--- src/rtl/vocab_reader.sv ---
// Token-index to word streamer: walks a 0x00-terminated vocabulary SRAM to the
// token_id-th word and emits its bytes (terminator included) over valid/ready.
module vocab_reader #(
  parameter int ADDR_WIDTH = 4,
  parameter int DATA_WIDTH = 8,
  parameter int ID_WIDTH   = 4
) (
  input  logic                  clk,
  input  logic                  rst_n,
  input  logic                  start,
  input  logic [ID_WIDTH-1:0]   token_id,
  output logic                  busy,
  output logic [ADDR_WIDTH-1:0] mem_addr,
  input  logic [DATA_WIDTH-1:0] mem_rdata,
  output logic [DATA_WIDTH-1:0] out_data,
  output logic                  out_valid,
  input  logic                  out_ready,
  output logic                  out_last,
  output logic                  done,
  output logic                  found
);

  typedef enum logic [1:0] {IDLE, SEEK, EMIT, FIN} state_t;

  state_t                state, state_nxt;
  logic [ID_WIDTH-1:0]   remain;
  logic                  addr_end;   // the read at the top address has been issued
  logic                  vld_p1;     // mem_rdata carries the byte read last cycle
  logic                  term_seen;  // terminator of the emitted word already taken
  logic [DATA_WIDTH-1:0] skid_data;
  logic                  skid_last;
  logic                  skid_vld;

  logic issue, fin_ok, fin_ovf;
  logic rd_in, rd_zero, out_free, skid_nxt;

  assign busy     = (state != IDLE);
  assign done     = (state == FIN);
  assign rd_in    = vld_p1 && !term_seen;
  assign rd_zero  = (mem_rdata == '0);
  assign out_free = !out_valid || out_ready;
  assign skid_nxt = skid_vld ? (!out_free || rd_in) : (!out_free && rd_in);

  always_ff @(posedge clk) begin
    if (!rst_n) state <= IDLE;
    else        state <= state_nxt;
  end

  always_comb begin
    state_nxt = state;
    issue     = 1'b0;
    fin_ok    = 1'b0;
    fin_ovf   = 1'b0;
    case (state)
      IDLE: if (start) state_nxt = SEEK;
      SEEK: begin
        issue = !addr_end;
        if (remain == '0) begin
          state_nxt = EMIT;
        end else if (vld_p1 && rd_zero && remain == ID_WIDTH'(1)) begin
          // next word starts one past this byte; that read is issued only if it exists
          if (addr_end) fin_ovf   = 1'b1;
          else          state_nxt = EMIT;
        end else if (!vld_p1 && addr_end) begin
          fin_ovf = 1'b1;
        end
      end
      EMIT: begin
        // never issue a read whose byte could find both output and skid full
        issue = !addr_end && !term_seen && !(rd_in && rd_zero) && !skid_nxt;
        if (out_valid && out_ready && out_last)
          fin_ok = 1'b1;
        else if (addr_end && !vld_p1 && !term_seen && !skid_vld && out_free)
          fin_ovf = 1'b1;
      end
      FIN:     state_nxt = IDLE;
      default: state_nxt = IDLE;
    endcase
    if (fin_ok || fin_ovf) state_nxt = FIN;
  end

  always_ff @(posedge clk) begin
    if (!rst_n) begin
      remain    <= '0;
      mem_addr  <= '0;
      addr_end  <= 1'b0;
      vld_p1    <= 1'b0;
      term_seen <= 1'b0;
      found     <= 1'b0;
    end else if (state == IDLE && start) begin
      remain    <= token_id;
      mem_addr  <= '0;
      addr_end  <= 1'b0;
      vld_p1    <= 1'b0;
      term_seen <= 1'b0;
      found     <= 1'b0;
    end else begin
      vld_p1 <= issue;
      if (issue) begin
        if (mem_addr == {ADDR_WIDTH{1'b1}}) addr_end <= 1'b1;
        else                                mem_addr <= mem_addr + 1'b1;
      end
      if (state == SEEK && vld_p1 && rd_zero && remain != '0)
        remain <= remain - 1'b1;
      if (state == EMIT && rd_in && rd_zero)
        term_seen <= 1'b1;
      if (fin_ok)
        found <= 1'b1;
    end
  end

  // output stage: registered beat plus one-entry skid for the read in flight
  always_ff @(posedge clk) begin
    if (!rst_n) begin
      out_data  <= '0;
      out_valid <= 1'b0;
      out_last  <= 1'b0;
      skid_data <= '0;
      skid_last <= 1'b0;
      skid_vld  <= 1'b0;
    end else if (state == EMIT) begin
      if (out_free) begin
        if (skid_vld) begin
          out_data  <= skid_data;
          out_last  <= skid_last;
          out_valid <= 1'b1;
          skid_vld  <= rd_in;
          skid_data <= mem_rdata;
          skid_last <= rd_zero;
        end else begin
          out_valid <= rd_in;
          if (rd_in) begin
            out_data <= mem_rdata;
            out_last <= rd_zero;
          end
        end
      end else if (rd_in) begin
        skid_vld  <= 1'b1;
        skid_data <= mem_rdata;
        skid_last <= rd_zero;
      end
    end else begin
      out_valid <= 1'b0;
      out_last  <= 1'b0;
      skid_vld  <= 1'b0;
    end
  end

endmodule

--- config.mk ---
export PLATFORM = sky130hd
export DESIGN_NAME = vocab_reader
export DESIGN_NICKNAME = d
export VERILOG_FILES = /design/src/rtl/vocab_reader.sv
export SDC_FILE = /design/constraint.sdc
export NUM_CORES = 1
export LEC_CHECK = 0
export ABC_AREA = 1
export CAP_MARGIN = 10
export CORE_UTILIZATION = 55
export DETAILED_ROUTE_END_ITERATION = 8
export DONT_BUFFER_PORTS = 1
export GPL_TIMING_DRIVEN = 0
export PLACE_DENSITY = 0.71
export SETUP_SLACK_MARGIN = 0.3
export SYNTH_ARGS = -nofsm -noshare
export SYNTH_HDL_FRONTEND = slang
export SYNTH_SLANG_ARGS = --single-unit
--- constraint.sdc ---
create_clock -name clk -period 3.1 [get_ports clk]
set_clock_uncertainty 0.15 [all_clocks]
set_input_delay 0.155 -clock clk [delete_from_list [all_inputs] [get_ports clk]]
set_output_delay 0.155 -clock clk [all_outputs]
set_load 0.1 [all_outputs]
# Yosys cells after proc, flatten, opt, wreduce, memory -nomap -nowiden
# Index checks and enable logic that the tools add are counted.
# word_totals
out_inout_bits,17
wordCells,105
inputBits,16
ff_bits,34
# op_classes
n_reduce_logical,48
addsub,2
bitwise,2
n_eq_ne,9
mux,31
# ops
operator,count
2-to-1 mux 8 bit,4
logical AND 1 bit,20
2-to-1 mux 1 bit,17
2-to-1 mux 2 bit,5
zero test 1 bit,8
zero test 8 bit,1
2-to-1 mux 4 bit,2
"inequality test 4 bit, second input constant",2
AND reduction 2 bit,4
nonzero test 2 bit,4
nonzero test 4 bit,2
one-hot mux 2 bit (3 select lines),1
AND reduction 3 bit,2
"adder 4 x 1 -> 4 bit, second input constant",1
"equality test 2 bit, second input constant",2
"equality test 4 x 1 -> 1 bit, second input constant",1
"equality test 4 bit, second input constant",1
zero test 4 bit,1
one-hot mux 1 bit (2 select lines),2
AND reduction 4 bit,1
"subtractor 4 x 1 -> 4 bit, second input constant",1
logical OR 1 bit,3
"inequality test 3 bit, second input constant",1
"equality test 2 x 1 -> 1 bit, second input constant",1
other kinds (4),5

# Longest topological paths before layout
# Gate-level depths: netlist (run 1).
# logic_depth
word_depth,11
ltp_mapped,11

# Worst setup path after synthesis (run 1)
# Ideal clock, no wire load.
# synth_timing
path_kind,flip-flop to flip-flop
from,register mem_addr[0]
to,register mem_addr[2]
t_arrival_ps,1887
setup_slack_ps,995
path_stages_with_launch,8
cell_sequence,dfxtp_1 > ha_1 > nand2_1 > nor2_1 > inv_1 > nand3_2 > nand2_1 > a21oi_2
# synth_via
elab_chain_len,3
word_cells_on_any_way,4
cone_classes,1 x add/sub; 1 x eq/ne; 1 x bitwise; 1 x reduce/logical
# synth_lines
item,line,source
from (decl),13,"output logic [ADDR_WIDTH-1:0] mem_addr,"
from (signal assigned),101,else mem_addr <= mem_addr + 1'b1;
"parallel branches: the longest is 3 deep, another holds adder 4 x 1 -> 4 bit",--,
# Several ways; the timed one is not identified.
# A chain may end at the register's enable or synchronous reset.

# Worst setup path in the final report (run 1)
# Ends and elaborated chain as after synthesis.

==> summary.txt, run 1 <==
Run status
  • Status: complete, no violations

Global route
  • Global-route wire length before repair: about 6.3 mm
  • GR Util All Layers: 24.30%
  • Antenna violations before repair: 0
  • Largest net degree at the start of global routing: 12
  • Vias in the first global route: 1470
  • Aggregate global routing overflow: 0

Pwr
  • Power Total: 1.217 mW
  • Max VDD drop: 0.0006583 V
  • Leak pwr: 0.8320 nW
  • Power per standard cell area: around 590 mW/mm²

Logic synthesis
  • Distinct cells, synth: 29
  • Mapped Cells: 248
  • Ranking of synthesized cells by area: dfxtp_1, nand2_1, a21oi_1, nor2_1, inv_1
  • Number of warning messages in the yosys log: 0
  • Commonest cells post-synth: nand2_1, dfxtp_1, nor2_1, inv_1, a21oi_1
  • Syn Nets: roughly 270
  • Register area share after synthesis: 38.34%
  • Post-synth EDFFs: 0
  • Post-Syn Area per Cell: 7.159 µm²
  • Count leader, synth: nand2_1
  • Netlist area before placement: approximately 0.0018 mm²
  • Fraction of registers with async set/reset: 0%
  • #FFs+latches synth: 34
  • Primary FF master, synth: dfxtp_1
  • Synth area leader: dfxtp_1
  • Yosys top cell area share: a little under two fifths

Floorplan
  • Die height: 58.82 µm
  • Die W: 58.82 µm
  • Core area: 0.003053 mm²
  • # IOs: 33
  • FP Rows: 20
  • Initial Utilization: 58.16%
  • Die area: around 0.0035 mm²

Place
  • Port Buf Inserts: 0
  • DP Worst Slack: 0.8765 ns
  • Routability cong.: between 0.7 and 0.8
  • Placed cells: 292
  • Post-DP HPWL: 2.747 mm

Detailed routing
  • Met3 wire len: 170 µm
  • Post-route DRC: 0
  • Number of routed nets with antenna violations: 0
  • Wire length on met2: 1.824 mm
  • M1 wire length: ~1.8 mm
  • DRT Pass-1 Iters: 4
  • Top Layer Used: met4
  • Vias per std cell: ~5.2
  • DR iter-0 viols: between 100 and 150
  • Per-cell routed wire length: 12.21 µm
  • Routed vias: 1638
  • Final wirelength: ~3.9 mm

Timing
  • Total negative slack: 0 ns
  • Period utilisation layout: 72.64%
  • Max-slew headroom: 28.13%
  • Worst slew pin tran: 1.077 ns
  • Max Freq: 444.1 MHz
  • Slew Viols, Final: 0
  • Min Tclk post-route: 2.252 ns
  • Final Setup Violations: 0
  • RSZ-0062 raised after global routing: false
  • Final Hold Viols: 0
  • Final Worst Setup Slack: between 0.8 and 0.9 ns

Clock tree
  • Clock-pin slew on the worst setup and hold paths: about 0.11 ns
  • Max clock buf depth: 2
  • Root Driver: clkbuf_4
  • Post-cts resize count: 0
  • CTS tree: built
  • CTS Sinks: 34
  • CTS Buf Count: 5
  • Clock Latency Late Sink: 0.34 ns
  • H-tree level count: 2

Min path
  • Worst Hold Launch: rst_n
  • Worst hold path type: primary input to register

Cells and area
  • Multi-input gate area: ~940 µm²
  • Fillers: 288
  • Antenna diode instance count: 0
  • Fin nets: slightly below 300
  • Register Area: 680.7 µm²
  • Share of cells above drive strength 1: 12.13%
  • Finished Layout Cells: between 300 and 400
  • Area delta synth->final: 15.72%

Critical path
  • Worst setup path start: mem_addr[0]
  • Crit Path Max Fanout: 5
  • Worst setup EP type: register
  • CP required: 3.24 ns
  • Setup crit start kind: register
  • FF-to-FF Start: mem_addr[0]
  • WS Path Type: register to register
  • Crit path arrival time: 2.39 ns

Job
  • Max_cap viols: 0
==> flip-flops by register name, summed over array words and instances (netlist names), 2 cells and up <==
name       count
out_data       8
mem_addr       4
skid_data      8
remain         4
state          2
==> metal layers <==
layer  vias to the layer above  GRT usage, %
li1                        856             -
met1                       734         29.95
met2                        40         39.77
met3                         8         6.374
met4                         0         10.88
met5                         -             0
==> stage by stage <==
stage | area, µm² | hold WS (ns) | util [%]
6_report | 2054 | 0.07106 | 67.30
4_1_cts | 2054 | 0.04681 | 67.30
2_1_floorplan | 1775 | 0.1399 | -
3_3_place_gp | 1831 | 0.1473 | 59.96
3_5_place_dp | 1831 | 0.1492 | 59.96
5_1_grt | 2054 | 0.05646 | 67.30
==> path summary, 6_finish.rpt <==
check / slack (ns) / cells past startpoint / end
setup / recovery: 0.85 / 7 / mem_addr[2]
hold / removal: 0.07 / 3 / skid_data[3]
setup reg to reg: 0.85 / 7 / mem_addr[2]
hold reg to reg: 0.36 / 2 / out_last
==> power by group <==
part	leakage, nW	switching [mW]	internal [mW]	total, mW
Sequential	0.275	0.0542	0.466	0.520
Clock	0.0343	0.159	0.109	0.268
Combinational	0.523	0.292	0.136	0.429
Total	0.832	0.506	0.711	1.22
==> area by class of cell <==
| type | count | share of cell area, % |
|---|---|---|
| well taps | 44 | 2.680 |
| clock buffers | 6 | 2.497 |
| inverters | 30 | 5.481 |
| multi-input cells | 177 | 45.86 |
| clock inverters | 2 | 0.6090 |
| repair buffers | 16 | 7.795 |
| plain buffers | 7 | 1.949 |
| flip-flops and latches | 34 | 33.13 |
==> kinds of logic after synthesis <==
group,after synthesis,synth area share (%)
and+or+nand+nor,113,28.61
muxes,1,0.5638
xor gates and xnor gates,3,1.480
AOI/OAI and AO/OA,53,17.48
buffers and inverters,37,8.597
DFF,34,38.34
adders and majority gates,7,4.933
==> timing repair <==
item / CTS / global route
setup endpoints to repair: 0 / 0
hold buffers: 16 / 0
endpoints found under the hold margin: 33 / 0
buffers inserted: 0 / 0
==> cell usage in the layout, fill, tap and decap left out, drive strengths merged, types with 2 or more instances in the layout <==
cell type    netlist  final
clkinv             1      2
dfxtp             34     34
inv               29     29
buf                6      6
o21ai             24     24
a21oi             23     23
a31oi              6      6
xor2               3      3
clkbuf             1      7
nor2              28     28
nand3             18     18
ha                 7      7
nand4              6      6
dlygate4sd3        0     16
nand2             58     58
==> worst max-delay path, cell delays in order (launching register included) <==
cell	delay (ns)
dfxtp_1	1.03
ha_1	0.32
nand2_1	0.06
nor2_1	0.17
inv_1	0.12
nand3_2	0.12
nand2_1	0.07
a21oi_2	0.14
No activity file was read; power rests on OpenSTA's default activity.
==> run 2, diff against run 1 <==
clock period = 2.4 ns   (was 3.1 ns; I/O delays follow)
==> summary.txt, run 2 (synthesized netlist as in run 1, its figures left out) <==
Run status
  • Status: complete, no violations

Cells and area
  • Final core occ: 68.52%
  • Fin nets: 295
  • Area delta synth->final: 17.83%
  • Antenna diode instance count: 0
  • Top Registers: out_data (8), skid_data (8)
  • Share of cells above drive strength 1: between 10% and 20%
  • Most frequent cells in the layout: nand2_1, dfxtp_1, nor2_1
  • Most common cell after layout, fill and taps aside: nand2_1
  • Finished Layout Cells: 316

Clock tree
  • CTS tree: built
  • H-tree level count: 2
  • Clock Latency Late Sink: between 0.3 and 0.4 ns
  • Root Driver: clkbuf_4
  • Clock-pin slew on the worst setup and hold paths: 0.11 ns
  • CTS Buf Count: 5
  • CTS Sinks: 34
  • Max clock buf depth: 2

Pwr
  • Switch share: approximately two fifths
  • P_sw: 0.6361 mW
  • Max VDD drop: 0.0006945 V
  • Int Pwr: between 1 and 1.5 mW
  • Leak pwr: 0.8450 nW
  • Clock power share: a little over a quarter
  • Logic pwr share: 33.2%
  • Flop pwr share: 40.7%
  • Power Total: 1.653 mW
  • Power per standard cell area: slightly below 800 mW/mm²

Critical path
  • Crit-path leading delay family: buffers and inverters
  • Crit Reg-Reg Endpoint: mem_addr[2]
  • Delay of the slowest critical-path stage: 0.63 ns
  • Crit-path cells: inv_1 > ha_1 > inv_1
  • R2R depth: 7
  • Buf+Inv Stages, Crit Path: 2
  • CP max-delay cell: inv_1
  • Most used cell, CP: inv_1
  • CP required: 2.13 ns
  • WS Path Type: register to primary output
  • Crit Path Max Fanout: 6
  • Worst setup EP type: primary output
  • Flop2flop setup slack: roughly 0.5 ns
  • Crit path arrival time: 1.70 ns
  • FF-to-FF Start: mem_addr[0]
  • Setup crit start kind: register

Floorplan
  • FP Rows: 20
  • Die height: slightly below 60 µm
  • Initial Utilization: 58.16%
  • # IOs: 33
  • Core area: 0.003053 mm²
  • Die area: 0.003459 mm²
  • Die W: 58.82 µm

Timing
  • RSZ-0062 raised after global routing: false
  • Worst slew pin tran: 0.9706 ns
  • Min Tclk post-route: 1.967 ns
  • Max-slew headroom: 35.20%
  • Final Hold Viols: 0
  • Total negative slack: 0 ns
  • Final Setup Violations: 0
  • Max Freq: 508.5 MHz
  • WHS: 0.04175 ns
  • Period utilisation layout: between 80% and 90%
  • Slew Viols, Final: 0

Detailed routing
  • Per-cell routed wire length: 12.41 µm
  • Post-route DRC: 0
  • DRT Pass-1 Iters: 4
  • Final wirelength: 3.921 mm
  • Routed vias: 1645
  • Vias per std cell: around 5.2
  • Number of routed nets with antenna violations: 0
  • DR iter-0 viols: 83

Global route
  • Aggregate global routing overflow: 0
  • Global-route wire length before repair: 6.361 mm
  • GR Util All Layers: 24.21%
  • Largest net degree at the start of global routing: 11
  • Antenna violations before repair: 0
  • Vias in the first global route: 1594

Min path
  • Hold path endpoint: remain[1]
  • Hold-critical path depth: 3
  • Worst hold path type: primary input to register
  • Worst Hold Launch: start

Place
  • Port Buf Inserts: 0
  • Post-DP HPWL: 2.771 mm
  • Routability cong.: 0.7961
  • Placed cells: about 290

Job
  • Max_cap viols: 0
[run 2: cell count changes in the layout (fill, tap and decap cells not counted)]
| cell | previous run | this run |
|---|---|---|
| dfxtp_1 | 34 | 28 |
| dfxtp_2 | 0 | 6 |
| bufinv_16 | 0 | 1 |
| clkinv_2 | 1 | 0 |
| clkinvlp_4 | 1 | 0 |
| dlygate4sd3_1 | 16 | 17 |
| ha_1 | 7 | 6 |
| ha_2 | 0 | 1 |
[run 2: per-stage QoR]
stage / setup slack (ns) / instance area, µm²
floorplan: 0.3016 / 1777
global placement: 0.2003 / 1832
detailed placement: 0.1820 / 1832
CTS: 0.3651 / 2088
global route: 0.3574 / 2092
finish: 0.4334 / 2092
[run 2: worst max-delay path by stage]
stage | start | endpoint | cells past startpoint
2_1_floorplan | mem_addr[1] | mem_addr[2] | 7
3_3_place_gp | mem_addr[1] | mem_addr[2] | 7
3_5_place_dp | mem_addr[1] | mem_addr[2] | 7
4_1_cts | mem_addr[3] | mem_addr[2] | 6
5_1_grt | state[1] | busy | 3
6_report | state[1] | busy | 3
[run 2: layout make-up]
type	instances	area [µm²]
clock inverters	1	30.03
multi-input cells	177	944.7
well taps	44	55.05
clock buffers	6	51.30
flip-flops and latches	34	688.2
fillers	276	960.9
inverters	30	112.6
repair buffers	17	170.2
plain buffers	7	40.04
[run 2: what timing repair did]
action / CTS / global route
hold buffers: 17 / 0
resized for setup: 3 / 3
setup buffers: 0 / 0
endpoints found under the setup margin: 14 / 5
hold endpoints to repair: 34 / 0
[run 2: power by group through the flow]
stage               sequential (mW)  clock [mW]  combinational (mW)
floorplan                     0.675           0               0.444
global placement              0.685           0               0.514
detailed placement            0.684           0               0.519
CTS                           0.672       0.440               0.552
global route                  0.680       0.461               0.609
finish                        0.673       0.431               0.549
[run 2: layer usage]
layer	vias up	global-route usage (%)	part of all wire (%)
li1	859	-	-
met1	736	27.19	45
met5	-	0	0
met2	36	42.37	48
met4	0	11.56	3.0
met3	14	6.374	4.0
[run 2: worst register-to-register path, stage by stage, from the launching register on]
cell and delay, ns:
dfxtp_2 0.72, ha_1 0.30, nand2_1 0.06, nor2_1 0.15
inv_1 0.12, nand3_2 0.12, nand2_1 0.08, a21oi_2 0.14
==> run 3, diff against run 2 <==
clock period = 2.02 ns   (was 2.4 ns; I/O delays follow)
==> summary.txt, run 3 (synthesized netlist as in run 1, its figures left out) <==
Global route
  • Vias in the first global route: about 1500
  • Largest net degree at the start of global routing: 11
  • Antenna violations before repair: 0
  • GR Util All Layers: roughly 24%
  • Aggregate global routing overflow: 0
  • Global-route wire length before repair: 6.223 mm

Cells and area
  • Area delta synth->final: 23.47%
  • Top Registers: out_data (8), skid_data (8)
  • Most common cell after layout, fill and taps aside: nand2_1
  • Fin nets: 298
  • Finished Layout Cells: 320
  • Most frequent cells in the layout: nand2_1, nor2_1, dfxtp_1
  • Share of cells above drive strength 1: between 20% and 30%
  • Antenna diode instance count: 0

Detailed routing
  • DR iter-0 viols: 73
  • DRT Pass-1 Iters: 4
  • Number of routed nets with antenna violations: 0
  • Post-route DRC: 0
  • Routed vias: approximately 1700
  • Vias per std cell: 5.203
  • Final wirelength: approximately 4 mm
  • Per-cell routed wire length: 12.52 µm

Clock tree
  • Root Driver: clkbuf_4
  • H-tree level count: 2
  • CTS Sinks: 34
  • Max clock buf depth: 2
  • Clock-pin slew on the worst setup and hold paths: 0.10 ns
  • CTS tree: built
  • Clock Latency Late Sink: 0.34 ns
  • CTS Buf Count: 5

Critical path
  • Crit path to: busy
  • Worst setup path start: state[0]
  • CP required: 1.77 ns
  • FF-to-FF Start: out_valid
  • Crit Path Max Fanout: 6
  • Crit-path cells: inv_2 > ha_4 > clkinvlp_4
  • Crit Reg-Reg Endpoint: skid_data[4]
  • Crit path arrival time: 1.42 ns
  • Flop2flop setup slack: 0.35 ns
  • Delay of the slowest critical-path stage: roughly 0.42 ns
  • Setup crit start kind: register
  • R2R depth: 7
  • Worst setup EP type: primary output
  • WS Path Type: register to primary output
  • CP max-delay cell: clkinvlp_4

Floorplan
  • # IOs: 33
  • Die area: 0.003459 mm²
  • Initial Utilization: 58.16%
  • Die height: 58.82 µm
  • Core area: 0.003053 mm²
  • Die W: 58.82 µm
  • FP Rows: 20

Run status
  • Status: complete, no violations

Timing
  • Total negative slack: 0 ns
  • Max-slew headroom: 34.98%
  • Min Tclk post-route: 1.675 ns
  • Slew Viols, Final: 0
  • WHS: between 0.3 and 0.4 ns
  • Final Setup Violations: 0
  • Max Freq: 596.9 MHz
  • RSZ-0062 raised after global routing: true
  • Period utilisation layout: 82.94%
  • Final Worst Setup Slack: 0.3447 ns
  • Worst slew pin tran: 0.9739 ns
  • Final Hold Viols: 0

Place
  • Placed cells: 292
  • Routability cong.: between 0.7 and 0.8
  • DP Worst Slack: 0.2013 ns
  • Port Buf Inserts: 0
  • Post-DP HPWL: around 2.7 mm

Min path
  • Worst hold path type: primary input to register

Pwr
  • Leak pwr: 0.8621 nW
  • Max VDD drop: 0.0009908 V
  • Power per standard cell area: 887.5 mW/mm²
  • Power Total: around 2 mW

Job
  • Max_cap viols: 0
[run 3: cell types whose count changed in the layout (fill, tap and decap cells not counted), moves of 3 or more]
cell	before	now
dfxtp_4	0	6
ha_1	6	1
ha_4	0	4
buf_4	0	3
dfxtp_1	28	25
dfxtp_2	6	3
inv_1	24	21
[run 3: how the worst min path moves through the flow]
stage                 startpoint      endpoint  cells past startpoint
floorplan           mem_rdata[4]  skid_data[4]                      2
global placement    mem_rdata[5]  skid_data[5]                      2
detailed placement  mem_rdata[5]  skid_data[5]                      2
CTS                        start     remain[1]                      3
global route         token_id[1]     remain[1]                      3
finish               token_id[0]     remain[0]                      3
[run 3: metrics by stage]
step / utilization [%] / area (µm²)
finish: 71.80 / 2192
global route: 71.80 / 2192
CTS: 67.95 / 2074
global placement: 60.61 / 1851
detailed placement: 60.61 / 1851
floorplan: - / 1795
[run 3: layout make-up]
| class | instances | area, µm² |
|---|---|---|
| tap | 44 | 55.05 |
| clock inverter | 1 | 5.005 |
| sequential | 34 | 706.9 |
| inverter | 30 | 121.4 |
| clock buffer | 7 | 55.05 |
| multi-input combinational | 177 | 1021 |
| buffer | 7 | 40.04 |
| fill | 265 | 860.8 |
| timing repair buffer | 20 | 187.7 |
[run 3: report_power, final]
group	switching [mW]	internal, mW	leakage, nW
sequential	0.105	0.722	0.281
combinational	0.474	0.242	0.546
clock	0.233	0.169	0.0353
[run 3: routing by layer]
layer / track usage (%) / vias to the layer above / wire length [µm]
met5: 0 / - / 0
met4: 9.524 / 0 / 62
met3: 7.253 / 6 / 185
met2: 41.07 / 38 / 1997
met1: 28.04 / 752 / 1760
li1: - / 869 / -
[run 3: what timing repair did]
action,4_1_cts,5_1_grt
hold buffers,15,1
resized for setup,5,24
pin swaps,1,6
gates cloned,0,1
setup buffers,0,3
hold endpoints to repair,34,3
endpoints found under the setup margin,19,24
[run 3: critical path: cells and delay by family, from the launching register on]
family | cells | cell delay [ns]
buf+inv | 2 | 0.52
flops | 1 | 0.38
fa+ha+maj | 1 | 0.19
